**config.mk**
```make
export PLATFORM = sky130hd
export DESIGN_NAME = adf4158_spi_rx
export DESIGN_NICKNAME = d
export VERILOG_FILES = /design/src/rtl/adf4158_spi_rx.sv
export SDC_FILE = /design/constraint.sdc
export NUM_CORES = 1
export LEC_CHECK = 0
export ABC_AREA = 1
export CAP_MARGIN = 10
export CORE_MARGIN = 3
export CORE_UTILIZATION = 30
export CTS_CLUSTER_SIZE = 14
export DETAILED_ROUTE_END_ITERATION = 10
export PLACE_DENSITY_LB_ADDON = 0.1
export SLEW_MARGIN = 15
export SYNTH_ARGS = -nofsm -noshare
export SYNTH_HDL_FRONTEND = slang
export SYNTH_SLANG_ARGS = --single-unit
export TNS_END_PERCENT = 100
```
**constraint.sdc**
```tcl
create_clock -name clk -period 2.4 [get_ports clk]
set_input_delay 0.36 -clock clk [delete_from_list [all_inputs] [get_ports clk]]
set_output_delay 0.36 -clock clk [all_outputs]
set_load 0.02 [all_outputs]
```
**src/rtl/adf4158_spi_rx.sv**
```systemverilog
// ADF4158 3-wire config receiver: oversampled sclk/data/le/ce, 32-bit MSB-first
// shift, decode on LE rise into a 10-slot shadow bank with registered readback.
module adf4158_spi_rx #(
   parameter int unsigned SYNC_STAGES = 2,
   parameter int unsigned WORD_BITS   = 32
) (
   input  logic        clk,
   input  logic        rst_n,
   input  logic        sclk,
   input  logic        data,
   input  logic        le,
   input  logic        ce,
   output logic        word_valid,
   output logic [31:0] word_data,
   output logic [3:0]  word_idx,
   output logic        frame_err,
   output logic [9:0]  loaded,
   output logic        ramp_en,
   input  logic [3:0]  rd_idx,
   output logic [31:0] rd_data
);

   typedef enum logic [1:0] {PWRDN, IDLE, SHIFT} state_t;

   state_t state, state_next;

   logic [SYNC_STAGES-1:0] sclk_q, data_q, le_q, ce_q;
   logic        sclk_d, le_d, ce_d;
   logic        sclk_s, data_s, le_s, ce_s;
   logic        sclk_rise, le_rise, le_fall;
   logic        shift_en, commit, clr_cnt, pwr_clr;
   logic [31:0] sr;
   logic [5:0]  bit_cnt;
   logic [3:0]  slot;
   logic        valid_pend, err_pend;
   logic [31:0] bank [10];

   assign sclk_s = sclk_q[SYNC_STAGES-1];
   assign data_s = data_q[SYNC_STAGES-1];
   assign le_s   = le_q[SYNC_STAGES-1];
   assign ce_s   = ce_q[SYNC_STAGES-1];

   assign sclk_rise = sclk_s & ~sclk_d;
   assign le_rise   = le_s & ~le_d;
   assign le_fall   = ~le_s & le_d;

   always_ff @(posedge clk) begin
      if (!rst_n) begin
         sclk_q <= '0;
         data_q <= '0;
         le_q   <= '1;
         ce_q   <= '0;
         sclk_d <= 1'b0;
         le_d   <= 1'b1;
         ce_d   <= 1'b0;
      end else begin
         sclk_q <= {sclk_q[SYNC_STAGES-2:0], sclk};
         data_q <= {data_q[SYNC_STAGES-2:0], data};
         le_q   <= {le_q[SYNC_STAGES-2:0], le};
         ce_q   <= {ce_q[SYNC_STAGES-2:0], ce};
         sclk_d <= sclk_s;
         le_d   <= le_s;
         ce_d   <= ce_s;
      end
   end

   always_ff @(posedge clk) begin
      if (!rst_n) state <= PWRDN;
      else        state <= state_next;
   end

   // An le rise wins over a coincident sclk rise, so the commit sees the pre-edge word.
   always_comb begin
      state_next = state;
      shift_en   = 1'b0;
      commit     = 1'b0;
      clr_cnt    = 1'b0;
      if (!ce_s) begin
         state_next = PWRDN;
      end else begin
         case (state)
            PWRDN: state_next = IDLE;
            IDLE: begin
               if (le_fall) begin
                  state_next = SHIFT;
                  clr_cnt    = 1'b1;
               end
            end
            SHIFT: begin
               if (le_rise) begin
                  state_next = IDLE;
                  commit     = 1'b1;
               end else if (sclk_rise) begin
                  shift_en = 1'b1;
               end
            end
            default: state_next = PWRDN;
         endcase
      end
   end

   assign pwr_clr = ~ce_s | (state == PWRDN);

   always_comb begin
      slot = 4'd9;
      case (sr[2:0])
         3'd5:    slot = 4'd5 + {3'b000, sr[23]};
         3'd6:    slot = 4'd7 + {3'b000, sr[23]};
         3'd7:    slot = 4'd9;
         default: slot = {1'b0, sr[2:0]};
      endcase
   end

   always_ff @(posedge clk) begin
      if (!rst_n) begin
         sr         <= '0;
         bit_cnt    <= '0;
         loaded     <= '0;
         word_data  <= '0;
         word_idx   <= '0;
         rd_data    <= '0;
         valid_pend <= 1'b0;
         err_pend   <= 1'b0;
         word_valid <= 1'b0;
         frame_err  <= 1'b0;
         for (int unsigned i = 0; i < 10; i++) bank[i] <= '0;
      end else begin
         valid_pend <= 1'b0;
         err_pend   <= 1'b0;
         word_valid <= valid_pend;
         frame_err  <= err_pend;
         if (pwr_clr) begin
            bit_cnt <= '0;
            loaded  <= '0;
            for (int unsigned i = 0; i < 10; i++) bank[i] <= '0;
         end else begin
            if (clr_cnt) bit_cnt <= '0;
            if (shift_en) begin
               sr <= {sr[30:0], data_s};
               if (bit_cnt != 6'd63) bit_cnt <= bit_cnt + 6'd1;
            end
            if (commit) begin
               if (bit_cnt == 6'(WORD_BITS)) begin
                  bank[slot]   <= sr;
                  loaded[slot] <= 1'b1;
                  word_data    <= sr;
                  word_idx     <= slot;
                  valid_pend   <= 1'b1;
               end else begin
                  err_pend <= 1'b1;
               end
            end
         end
         rd_data <= (rd_idx <= 4'd9) ? bank[rd_idx] : '0;
      end
   end

   assign ramp_en = bank[0][31] & loaded[0];

endmodule

```
Word level (Yosys, flattened, before mapping)
Memory sizes are Yosys's and may differ from the RTL's. A register that Yosys moved wholly into a read port is not among the register bits.
Cells that the tools add are included.

operators by class
  bitwise operators = 23
  equality and inequality tests = 9
  div/mod/pow operators = 0
  mux-type cells = 42
  multipliers = 0
  shift operators = 0
  add/subtract/negate cells = 3
  magnitude comparators = 3
  reductions and logical operators = 12

operators by type and width
  operator                                                                             count
  32-bit 2-to-1 mux                                                                    11
  32-bit OR reduction                                                                  1
  1-bit 2-to-1 mux                                                                     22
  6-bit 2-to-1 mux                                                                     3
  4-bit one-hot mux with 3 select lines                                                1
  1-bit bitwise OR                                                                     11
  10-bit bitwise OR                                                                    1
  2-bit AND reduction                                                                  5
  3-bit == test, second input constant                                                 3
  3-bit by 1-bit adder with 4-bit output, first input constant                         2
  1-bit inverter                                                                       7
  6-bit by 1-bit adder with 6-bit output, second input constant                        1
  6-bit == test, second input constant                                                 1
  6-bit inequality test, second input constant                                         1
  2-bit one-hot mux with 3 select lines                                                1
  4-bit by 5-bit less-than comparator with 1-bit output, second input constant         1
  1-bit AND                                                                            4
  1-bit demux with 4-bit select                                                        1
  4-bit by 1-bit greater-or-equal comparator with 1-bit output, second input constant  1
  4-bit <= comparator, second input constant                                           1
  2-bit 2-to-1 mux                                                                     2
  4-bit 2-to-1 mux                                                                     1
  2-bit inequality test, second input constant                                         2
  3-bit AND reduction                                                                  1
  other kinds (7)                                                                      7

word-level totals
  bits in latches = 0
  RAM bits = 320
  bits in registers = 100
  memories = 1
  memory bits (read-only) = 0
  bits of input ports = 10

memories
  memory  depth  bits a word  read ports  clocked after Yosys merged registers in  write ports  line  text
  bank    10     32           2           1                                        10           36    logic [31:0] bank [10];

Depth between registers and ports, before layout
  depth after elaboration = 11
  depth in mapped cells = 10
  depth with buffers taken out = 9

Worst setup path before layout
Ideal clock, no wire load.

  path kind = reg-to-reg
  start point = register bit_cnt[0]
  end point = memory bank[5][0] (enable)
  period minus slack after synthesis = 2.331 ns
  cell stages (with the launch flop) = 9
  path slack = 0.069 ns
  setup time = 0.389 ns
  data arrival time = 1.941 ns
  path through = dfxtp_1 inv_1 ha_1 nand4_2 nor2_4 buf_6 buf_4 nand3_1 nand2_1

RTL lines
  item                      line  text
  start: declaration        33    logic [5:0] bit_cnt;
  start signal: assignment  140   if (bit_cnt != 6'd63) bit_cnt <= bit_cnt + 6'd1;
  end: declaration          36

==> flow_metrics.env <==
export IMPL_status="complete, no violations"
export IMPL_portBuffers=90
export IMPL_synth_top_flop_cell="edfxtp_1"
export IMPL_max_slew_worst_pin_slew_ns=0.978
export IMPL_leakagePower_nw=8.86
export IMPL_arrival_ns=2.40
export IMPL_root_buffer="clkbuf_16"
export IMPL_skew_ns=0.0144
export IMPL_cts_buffers=51
export IMPL_grt_overflow_total=0
export IMPL_synthMuxAreaShare=0
export IMPL_n_antenna_cell=0
export IMPL_areaGrowthSynthToFinish_pct=19.3
export IMPL_netlist_area_um2=18900
export IMPL_worstSkewPairLatency_ns=0.59
export IMPL_p_sw_frac=0.217
export IMPL_drc=0
export IMPL_die_height_um=257
export IMPL_drive_gt1_frac=0.0748
export IMPL_die_w_um=257
export IMPL_synth_compound_area_frac=0.0703
export IMPL_cts_htree_levels=2
export IMPL_yosys_area_top_type_share=0.509
export IMPL_num_rows=91
export IMPL_setup_tns_final_ns=0
export IMPL_avgSynthCellArea_um2=9.43
export IMPL_syn_inst=2002
export IMPL_internal_power_mw=12.9
export IMPL_clkPwrFrac=0.457
export IMPL_post_dp_cell_area_um2=20900
export IMPL_synth_edf_count=320
export IMPL_critPathLaunchType="flop"
export IMPL_antenna_found_initial=0
export IMPL_synth_cell_types=26
export IMPL_synth_commonest_cells="nand2_1, edfxtp_1, nor2_1, inv_1, nand3_1"
export IMPL_synth_top_area_cell="edfxtp_1"
export IMPL_wl_mm=56.2
export IMPL_post_cts_buffers=0
export IMPL_nNetsFinal=2071
export IMPL_p_sw_mw=3.58
export IMPL_synthAdderAreaFrac=0.00133
export IMPL_post_synth_top_count_cell="nand2_1"
export IMPL_drt_iter0_markers=922
export IMPL_synth_seq_cells=452
export IMPL_power_density_nw_per_um2=732
export IMPL_yosysSeqAreaShare=0.649
export IMPL_p_comb_frac=0.037
export IMPL_crit_required_ns=2.66
export IMPL_synth_simple_area_share=0.203
export IMPL_io_pin_count=91
export IMPL_finalInstanceArea_um2=22500
export IMPL_synthXorXnorAreaFrac=0
export IMPL_grt_max_degree=111
export IMPL_slowest_stage="dfxtp_1"
export IMPL_clk_pin_slew_ns=0.06
export IMPL_timing_fmax_mhz=468
export IMPL_start_util=0.305
export IMPL_cts_sinks=452
export IMPL_hold_viol_final=0
export IMPL_slew_viol_final=0
export IMPL_vias=13593
export IMPL_cts_max_path_buffers=3
export IMPL_viasPerCell=4.63
export IMPL_hpwl_mm=32.7
export IMPL_pwr_share_seq=0.506
export IMPL_grtUsageTotal=0.170
export IMPL_ys_async_sr_fraction=0
export IMPL_hold_class="primary input to flop"
export IMPL_hold_buffers=0
export IMPL_worstSetupPathType="flop to flop"
export IMPL_critPathCaptureType="flop"
export IMPL_die_area_um2=66000
export IMPL_vdd_drop_max_uv=458
export IMPL_drv_cap=0
export IMPL_period_needed_ns=2.14
export IMPL_maxSlewHeadroom=0.347
export IMPL_wl_per_cell_um=19.1
export IMPL_synthTopCellsByArea="edfxtp_1, dfxtp_1, nand2_1"
export IMPL_dr_pass1_iters=5
export IMPL_synth_top_family_by_area="simple AND/OR/NAND/NOR gates"
export IMPL_grt_pass1_vias=13578
export IMPL_grt_pass1_wl_mm=85.7
export IMPL_min_period_over_period=0.891
export IMPL_tritoncts="done"
export IMPL_ant_nets=0
export IMPL_setup_viol=0
export IMPL_path_cells="inv_1 -> ha_1 -> nand4_2 -> nor2_4 -> inv_2 -> nor2_1 -> nand2_1 -> nand2_2 -> buf_12"
export IMPL_place_congestion=0.760
export IMPL_max_stage_delay_ns=0.33
export IMPL_post_cts_resized=0
export IMPL_yosys_warnings=0
export IMPL_core_area_um2=61900
export IMPL_rsz0062_at_grt="no"
export IMPL_worstPathMaxFanout=32
-- power groups by stage --
stage	Combinational, mW	Sequential, mW	Clock [mW]
after floorplan	0.320	8.52	0
after global placement	0.614	8.50	0
after detailed placement	0.614	8.50	0
after CTS	0.616	8.34	7.75
after global routing	0.666	8.34	8.04
final	0.608	8.33	7.53
-- layout by cell type, fill, tap and decap left out, types with 3 or more instances in the layout --
cell             instances
clkdlybuf4s50_1         87
nor2_1                 310
nand4_1                  7
o21ai_0                 75
nand2_1                424
nand3_1                169
nand4_2                  4
dfxtp_1                132
inv_2                    5
inv_1                  208
clkbuf_16               52
buf_4                   30
nand2_2                 11
buf_12                  21
nor2_4                   3
clkinv_2                 8
clkbuf_1                18
edfxtp_1               320
a21oi_1                133
conb_1                  16
clkbuf_8                12
nor3_1                   6
clkbuf_4                 3
a22o_1                  32
-- cells by family (layout without fill, tap and decap cells) --
kind of cell             Yosys count  count (layout)
AO/OA/AOI/OAI                    241             241
adder cells (fa/ha/maj)            2               2
buffers and inverters            366             449
other                              1              16
AND/OR/NAND/NOR                  940             940
flip-flops                       452             452
-- registers in the layout, indices dropped and copies added (netlist names), 4 cells and up --
register   cells
word_data     32
rd_data       32
bank         320
loaded        10
bit_cnt        6
word_idx       4
sr            32
-- final cells by class --
cell class              count  area (um^2)
clock inverters             9         47.5
multi-input cells        1199         5280
clock buffers              85         1560
inverters                 215          808
repair buffers            140         1530
flip-flops and latches    452        12300
well taps                 837         1050
fillers                  6270        39400
-- worst paths after layout --
check | startpoint | end | slack [ns] | depth (start not counted)
max reg2reg | bit_cnt[0]$_SDFF_PP0_ | bank[4][3]$_SDFFCE_PN0P_ | 0.26 | 9
min | rst_n | word_data[23]$_SDFFE_PN0P_ | 0.08 | 3
min reg2reg | valid_pend$_DFF_P_ | word_valid$_SDFF_PN0_ | 0.41 | 2
max | bit_cnt[0]$_SDFF_PP0_ | bank[4][3]$_SDFFCE_PN0P_ | 0.26 | 9
-- critical path: cells and delay by family, from the launching register on --
kind,cells,cell delay (ns)
buffers and inverters,3,0.41
adders and majority gates,1,0.16
and+or+nand+nor,5,0.90
DFF,1,0.33
-- metal layers --
layer  up-vias  part of all wire  track usage  routed length, um
met5         -                 0            0                  0
met4         0             0.018       0.0444               1010
met3        65             0.045       0.0251               2550
met2       302              0.44        0.262              24700
met1      6620              0.50        0.250              27900
li1       6606                 -            -                  -
-- metrics by stage --
stage / setup slack [ns] / utilization / hold WS [ns] / std cells / power [mW]
after floorplan: 0.0692 / - / 0.390 / 2017 / 8.84
after detailed placement: 0.270 / 0.338 / 0.403 / 2843 / 9.12
final: 0.263 / 0.364 / 0.0847 / 2937 / 16.5
after global routing: 0.0668 / 0.364 / 0.0881 / 2937 / 17.0
after global placement: 0.296 / 0.338 / 0.397 / 2843 / 9.12
after CTS: 0.235 / 0.364 / 0.0540 / 2937 / 16.7
(Power assumes the default switching activity.)
==> edit 1, RTL diff (config.mk and constraints unchanged) <==
Add an input register stage for `data`, `le`, `ce` and `rd_idx`, cleared by the reset; this delays them by one clock.
--- a/src/rtl/adf4158_spi_rx.sv
+++ b/src/rtl/adf4158_spi_rx.sv
@@ -22,4 +22,23 @@
 
    typedef enum logic [1:0] {PWRDN, IDLE, SHIFT} state_t;
+
+   logic data_r;
+   logic le_r;
+   logic ce_r;
+   logic [3:0] rd_idx_q;
+
+   always_ff @(posedge clk) begin
+      if (!rst_n) begin
+         data_r   <= '0;
+         le_r     <= '0;
+         ce_r     <= '0;
+         rd_idx_q <= '0;
+      end else begin
+         data_r   <= data;
+         le_r     <= le;
+         ce_r     <= ce;
+         rd_idx_q <= rd_idx;
+      end
+   end
 
    state_t state, state_next;
@@ -56,7 +75,7 @@
       end else begin
          sclk_q <= {sclk_q[SYNC_STAGES-2:0], sclk};
-         data_q <= {data_q[SYNC_STAGES-2:0], data};
-         le_q   <= {le_q[SYNC_STAGES-2:0], le};
-         ce_q   <= {ce_q[SYNC_STAGES-2:0], ce};
+         data_q <= {data_q[SYNC_STAGES-2:0], data_r};
+         le_q   <= {le_q[SYNC_STAGES-2:0], le_r};
+         ce_q   <= {ce_q[SYNC_STAGES-2:0], ce_r};
          sclk_d <= sclk_s;
          le_d   <= le_s;
@@ -152,5 +171,5 @@
             end
          end
-         rd_data <= (rd_idx <= 4'd9) ? bank[rd_idx] : '0;
+         rd_data <= (rd_idx_q <= 4'd9) ? bank[rd_idx_q] : '0;
       end
    end
Function: same outputs for any inputs over 4 cycles, from zero or initial values and one cycle with rst_n low; that may be too few to reach the edited logic, so the function may still have changed.
==> edit 1 against the original RTL <==
- cell area increased by 2.0%
- first-iteration DRC count increased by 2.3%
- fmax increased by 0.52%
- worst setup slack improved by 0.011 ns
- routed wire length about the same
- sequential cell count increased by 7
- critical endpoint is now ramp_en
- final cell count increased by 1.4%
- area after synthesis increased by 1.6%
- critical path depth decreased by 6
- total power increased by 3.2%
==> edit 1: results (changes against the original RTL) <==
- Total power: 17000 uW (+3.2%)
- Number of fill cells: 6361 (+1.5%)
- Clk_lat worst skew: 0.61 ns (+0.02 ns)
- Netlist cell types: 30 (+15%)
- Multi-input combinational area share: 23.43% (about the same)
- DR pass1 iterations: 5 (unchanged)
- Setup crit end: ramp_en
- Drt via density: 4.587 (-0.90%)
- Final Routed Wirelength: 56210 um (about the same)
- First-pass GRT wire length: 85600 um (-0.16%)
- Inverters: 225 (+4.7%)
- Fin nets: 2099 (+1.4%)
- ClkCell Share: 7.518% (+0.39 points)
- Max-Slew Margin vs Limit: 51.79% (+17 points)
- Sequential share of cell area: 53.97% (-0.43 points)
- Vias in the first global route: 13590 (+0.12%)
- GRT Resource Usage Total: 16.88% (-0.12 points)
- Synth top cells by count: nand2_1, edfxtp_1, nor2_1
- RD Place Congestion: 0.7766 (+2.2%)
- Synth area leaders: edfxtp_1, dfxtp_1, nand2_1, nor2_1, nand3_1
- Peak VDD IR: 518.8 uV (+13%)
- CLK BUF: 84 (-1.2%)
- Start point of the critical path: loaded[0]$_SDFFE_PP0N_
- Pin count of the biggest net entering global routing: 64 (-42%)
- Share of cells above drive strength 1: 8.630% (+1.2 points)
- Total setup buffers inserted after CTS: 0 (unchanged)
- Clk sinks: 459 (+1.5%)
- Buffers, non-clock: 138 (-1.4%)
- CTS Buf Count: 53 (+3.9%)
- Register name with the most flops: bank
- Flop2flop setup slack: 0.33 ns (+0.07 ns)
- Net Switching: 3732 uW (+4.2%)
- Clk_skew: 0.02276 ns (+0.008319 ns)
- DP Wirelength: 32840 um (+0.44%)
- Multi-In Gates: 1210 (+0.92%)
- Power Combinational: 594 uW (-2%)
- Arrival @ worst endpoint: 1.77 ns (-0.63 ns)
- Starting DRT DRC Count: 943 (+2.3%)
- Hold Path Class: input port to flip-flop
- Clock Power Share: 46.8% (+1.1 points)
- Post-synthesis sequential area ratio: 64.60% (-0.31 points)
- Status: complete, no violations
- R2r endpoint: word_data[13]$_SDFFE_PN0P_
- Worst-path fanout max: 4 (-88%)
- Max reg flops: 320 (unchanged)
- Buffer share of cell area: 6.788% (+0.0091 points)
- Leak: 0.009089 uW (+2.6%)
- N_diodes: 0 (unchanged)
- Reg2Reg Depth: 9 (unchanged)
edit 1: stage by stage:
step                      setup WS (ns)  hold WS (ns)  area, sq um  instances
after detailed placement         0.3423        0.4007        21240       2878
final                            0.2737        0.1450        22970       2978
after global placement           0.3722        0.3937        21240       2878
after floorplan                 0.02235        0.3905        19240       2046
after global routing          0.0004796        0.1534        22970       2978
after CTS                        0.2170        0.1062        22970       2978
edit 1: worst min-delay path by stage:
stage / from / cells past startpoint / end
floorplan: ce_r$_SDFF_PN0_ / 2 / ce_q[0]$_SDFF_PN0_
global placement: data_q[0]$_SDFF_PN0_ / 2 / data_q[1]$_SDFF_PN0_
detailed placement: ce_q[0]$_SDFF_PN0_ / 2 / ce_q[1]$_SDFF_PN0_
CTS: rst_n / 3 / sr[29]$_SDFFE_PN0P_
global route: rst_n / 3 / word_idx[0]$_SDFFE_PN0P_
finish: rst_n / 3 / sr[29]$_SDFFE_PN0P_
edit 1: cell families (layout without fill, tap and decap cells):
| family | Yosys count | after routing | synth area share [%] |
|---|---|---|---|
| and+or+nand+nor | 958 | 958 | 20.63 |
| AOI/OAI and AO/OA | 234 | 234 | 6.745 |
| other | 1 | 16 | 0.01955 |
| DFF | 459 | 459 | 64.60 |
| buffers and inverters | 377 | 463 | 7.873 |
| adders and majority gates | 2 | 2 | 0.1304 |
edit 1: per-layer routing:
metal / share of wire (%) / track usage [%] / vias to the layer above / routed length (um)
met1: 47 / 23.15 / 6644 / 26370
met4: 2.0 / 3.993 / 0 / 1105
met2: 47 / 27.94 / 252 / 26280
met5: 0 / 0 / - / 0
met3: 4.4 / 2.746 / 81 / 2452
li1: - / - / 6682 / -
edit 1: worst max-delay path: stages (launching register included):
cell	delay, ns
dfxtp_1	0.42
nand2_1	0.09
inv_1	0.07
clkdlybuf4s50_1	0.59
==> edit 2, RTL diff (config.mk and constraints unchanged) <==
Made on the original files. Change the parameter `WORD_BITS` from 32 to 24.
--- a/src/rtl/adf4158_spi_rx.sv
+++ b/src/rtl/adf4158_spi_rx.sv
@@ -3,5 +3,5 @@
 module adf4158_spi_rx #(
    parameter int unsigned SYNC_STAGES = 2,
-   parameter int unsigned WORD_BITS   = 32
+   parameter int unsigned WORD_BITS   = 24
 ) (
    input  logic        clk,
Formal check against the unedited RTL: same outputs for any inputs over 4 cycles, from zero or initial values and one cycle with rst_n low; that may be too few to reach the edited logic, so the function may still have changed.
==> edit 2 against the original RTL <==
- die area barely moved
- sequential power about the same
- worst setup slack better by 0.044 ns
- global-route usage up 0.12 points
- register-to-register slack better by 0.14 ns
- cell area rose by 0.73%
- total power rose by 2.5%
- routed wire length is 1.8% higher
- area after synthesis barely moved
- highest routed layer unchanged
- fmax up 2.1%
- sequential cell count is the same
- largest power group unchanged
- critical endpoint is now ramp_en
- via count grew 1.2%
==> edit 2: results (changes against the original RTL) <==
- Grt met3 use: 2.538% (+0.030 points)
- CTS Buf Count: 51 (unchanged)
- Wire length on met1: 27390 um (-1.9%)
- Peak VDD IR: 514.0 uV (+12%)
- Fin nets: 2069 (-0.097%)
- RD Place Congestion: 0.7615 (+0.24%)
- Drt via density: 4.681 (+1.1%)
- Leak: 0.008908 uW (+0.56%)
- Resize count post-CTS: 0 (unchanged)
- Status: complete, no violations
- Final Routed Wirelength: 57180 um (+1.8%)
- Synth area leaders: edfxtp_1, dfxtp_1, nand2_1, nor2_1, nand3_1
- Max-Slew Margin vs Limit: 56.76% (+22 points)
- Worst-path fanout max: 4 (-88%)
- Placed Instance Area: 20970 sq um (+0.28%)
- Clk_skew: 0.01692 ns (+0.002474 ns)
- Starting DRT DRC Count: 981 (+6.4%)
- Arrival @ worst endpoint: 1.73 ns (-0.67 ns)
- Number of buffers on the longest clock path: 3 (unchanged)
- I/O Buffers: 90 (unchanged)
- Antenna-violating nets left: 0 (unchanged)
- CP max stage delay: 0.60 ns (+0.27 ns)
- Routed met2 length: 25770 um (+4.4%)
- Setup WS pre-CTS: 0.2972 ns (+0.02726 ns)
- Vias in the first global route: 13410 (-1.3%)
- Met1 Usage GRT: 24.45% (-0.54 points)
- DP Wirelength: 31840 um (-2.6%)
- Critical-path top delay cell: clkdlybuf4s50_1
- Hold Path Class: input port to flip-flop
- First-pass GRT wire length: 85750 um (about the same)
- Async SR Flop Fraction: 0% (unchanged)
- Share of cells above drive strength 1: 8.476% (+1.0 points)
- Post-synthesis sequential area ratio: 64.91% (about the same)
- GRT Resource Usage Total: 17.12% (+0.12 points)
- Root buffer cell: clkbuf_16
- Initial antenna violation count: 0 (unchanged)
- Register name with the most flops: bank
- CP delay by family, top: buffers and inverters
- Top_reg_cell synth: edfxtp_1
- Netlist cell types: 28 (+7.7%)
- Number of flops mapped to enable cells by yosys: 320 (unchanged)
- Pin count of the biggest net entering global routing: 97 (-13%)
- Met3 wire length: 2773 um (+8.7%)
- Max reg flops: 320 (unchanged)
- Total setup buffers inserted after CTS: 0 (unchanged)
- Clk_lat worst skew: 0.59 ns (about the same)
- Clock-pin slew of the registers on the worst-case setup and hold paths: 0.06 ns (about the same)
- Max-slew violations: 0 (unchanged)
- Met2 global-route usage: 27.12% (+0.92 points)
- Synth top cells by count: nand2_1, edfxtp_1, nor2_1
- Synth warn: 0 (unchanged)
==> edit 2: through the flow <==
step / hold slack (ns) / cells / total power (uW) / util, %
4_1_cts: 0.1590 / 2937 / 17100 / 36.62
6_report: 0.1934 / 2938 / 16880 / 36.62
2_1_floorplan: 0.3905 / 2012 / 8841 / -
3_5_place_dp: 0.3983 / 2841 / 9106 / 33.86
5_1_grt: 0.2030 / 2937 / 17450 / 36.62
3_3_place_gp: 0.3931 / 2841 / 9103 / 33.86
==> edit 2: layout make-up <==
type / count / area (sq um)
sequential: 452 / 12250
fill: 6276 / 39260
antenna: 1 / 2.502
tap: 837 / 1047
clock buffer: 71 / 1474
clock inverter: 25 / 232.7
timing repair buffer: 142 / 1579
multi-input combinational: 1200 / 5306
inverter: 210 / 789.5
==> edit 2: worst paths after layout <==
check,start,endpoint,slack [ns],depth (start not counted)
max reg2reg,bit_cnt[0]$_SDFF_PP0_,loaded[7]$_SDFFE_PP0N_,0.40,7
max,loaded[0]$_SDFFE_PP0N_,ramp_en,0.31,3
min,rst_n,word_data[1]$_SDFFE_PN0P_,0.19,3
min reg2reg,data_q[0]$_SDFF_PN0_,data_q[1]$_SDFF_PN0_,0.41,2
==> edit 2: where the power goes <==
| group | internal [uW] | switching, uW | leakage [uW] | total [uW] |
|---|---|---|---|---|
| clock | 4720 | 3230 | 0.000854 | 7950 |
| combinational | 181 | 415 | 0.00307 | 596 |
| sequential | 8310 | 22.2 | 0.00498 | 8340 |
| total | 13200 | 3670 | 0.00891 | 16900 |
==> edit 2: logic make-up after synthesis <==
kind of cell	Yosys count	share of synthesized area, %
DFF	452	64.91
other	1	0.01987
buffers and inverters	360	7.537
AOI/OAI and AO/OA	245	7.159
adders and majority gates	2	0.1326
and+or+nand+nor	937	20.24
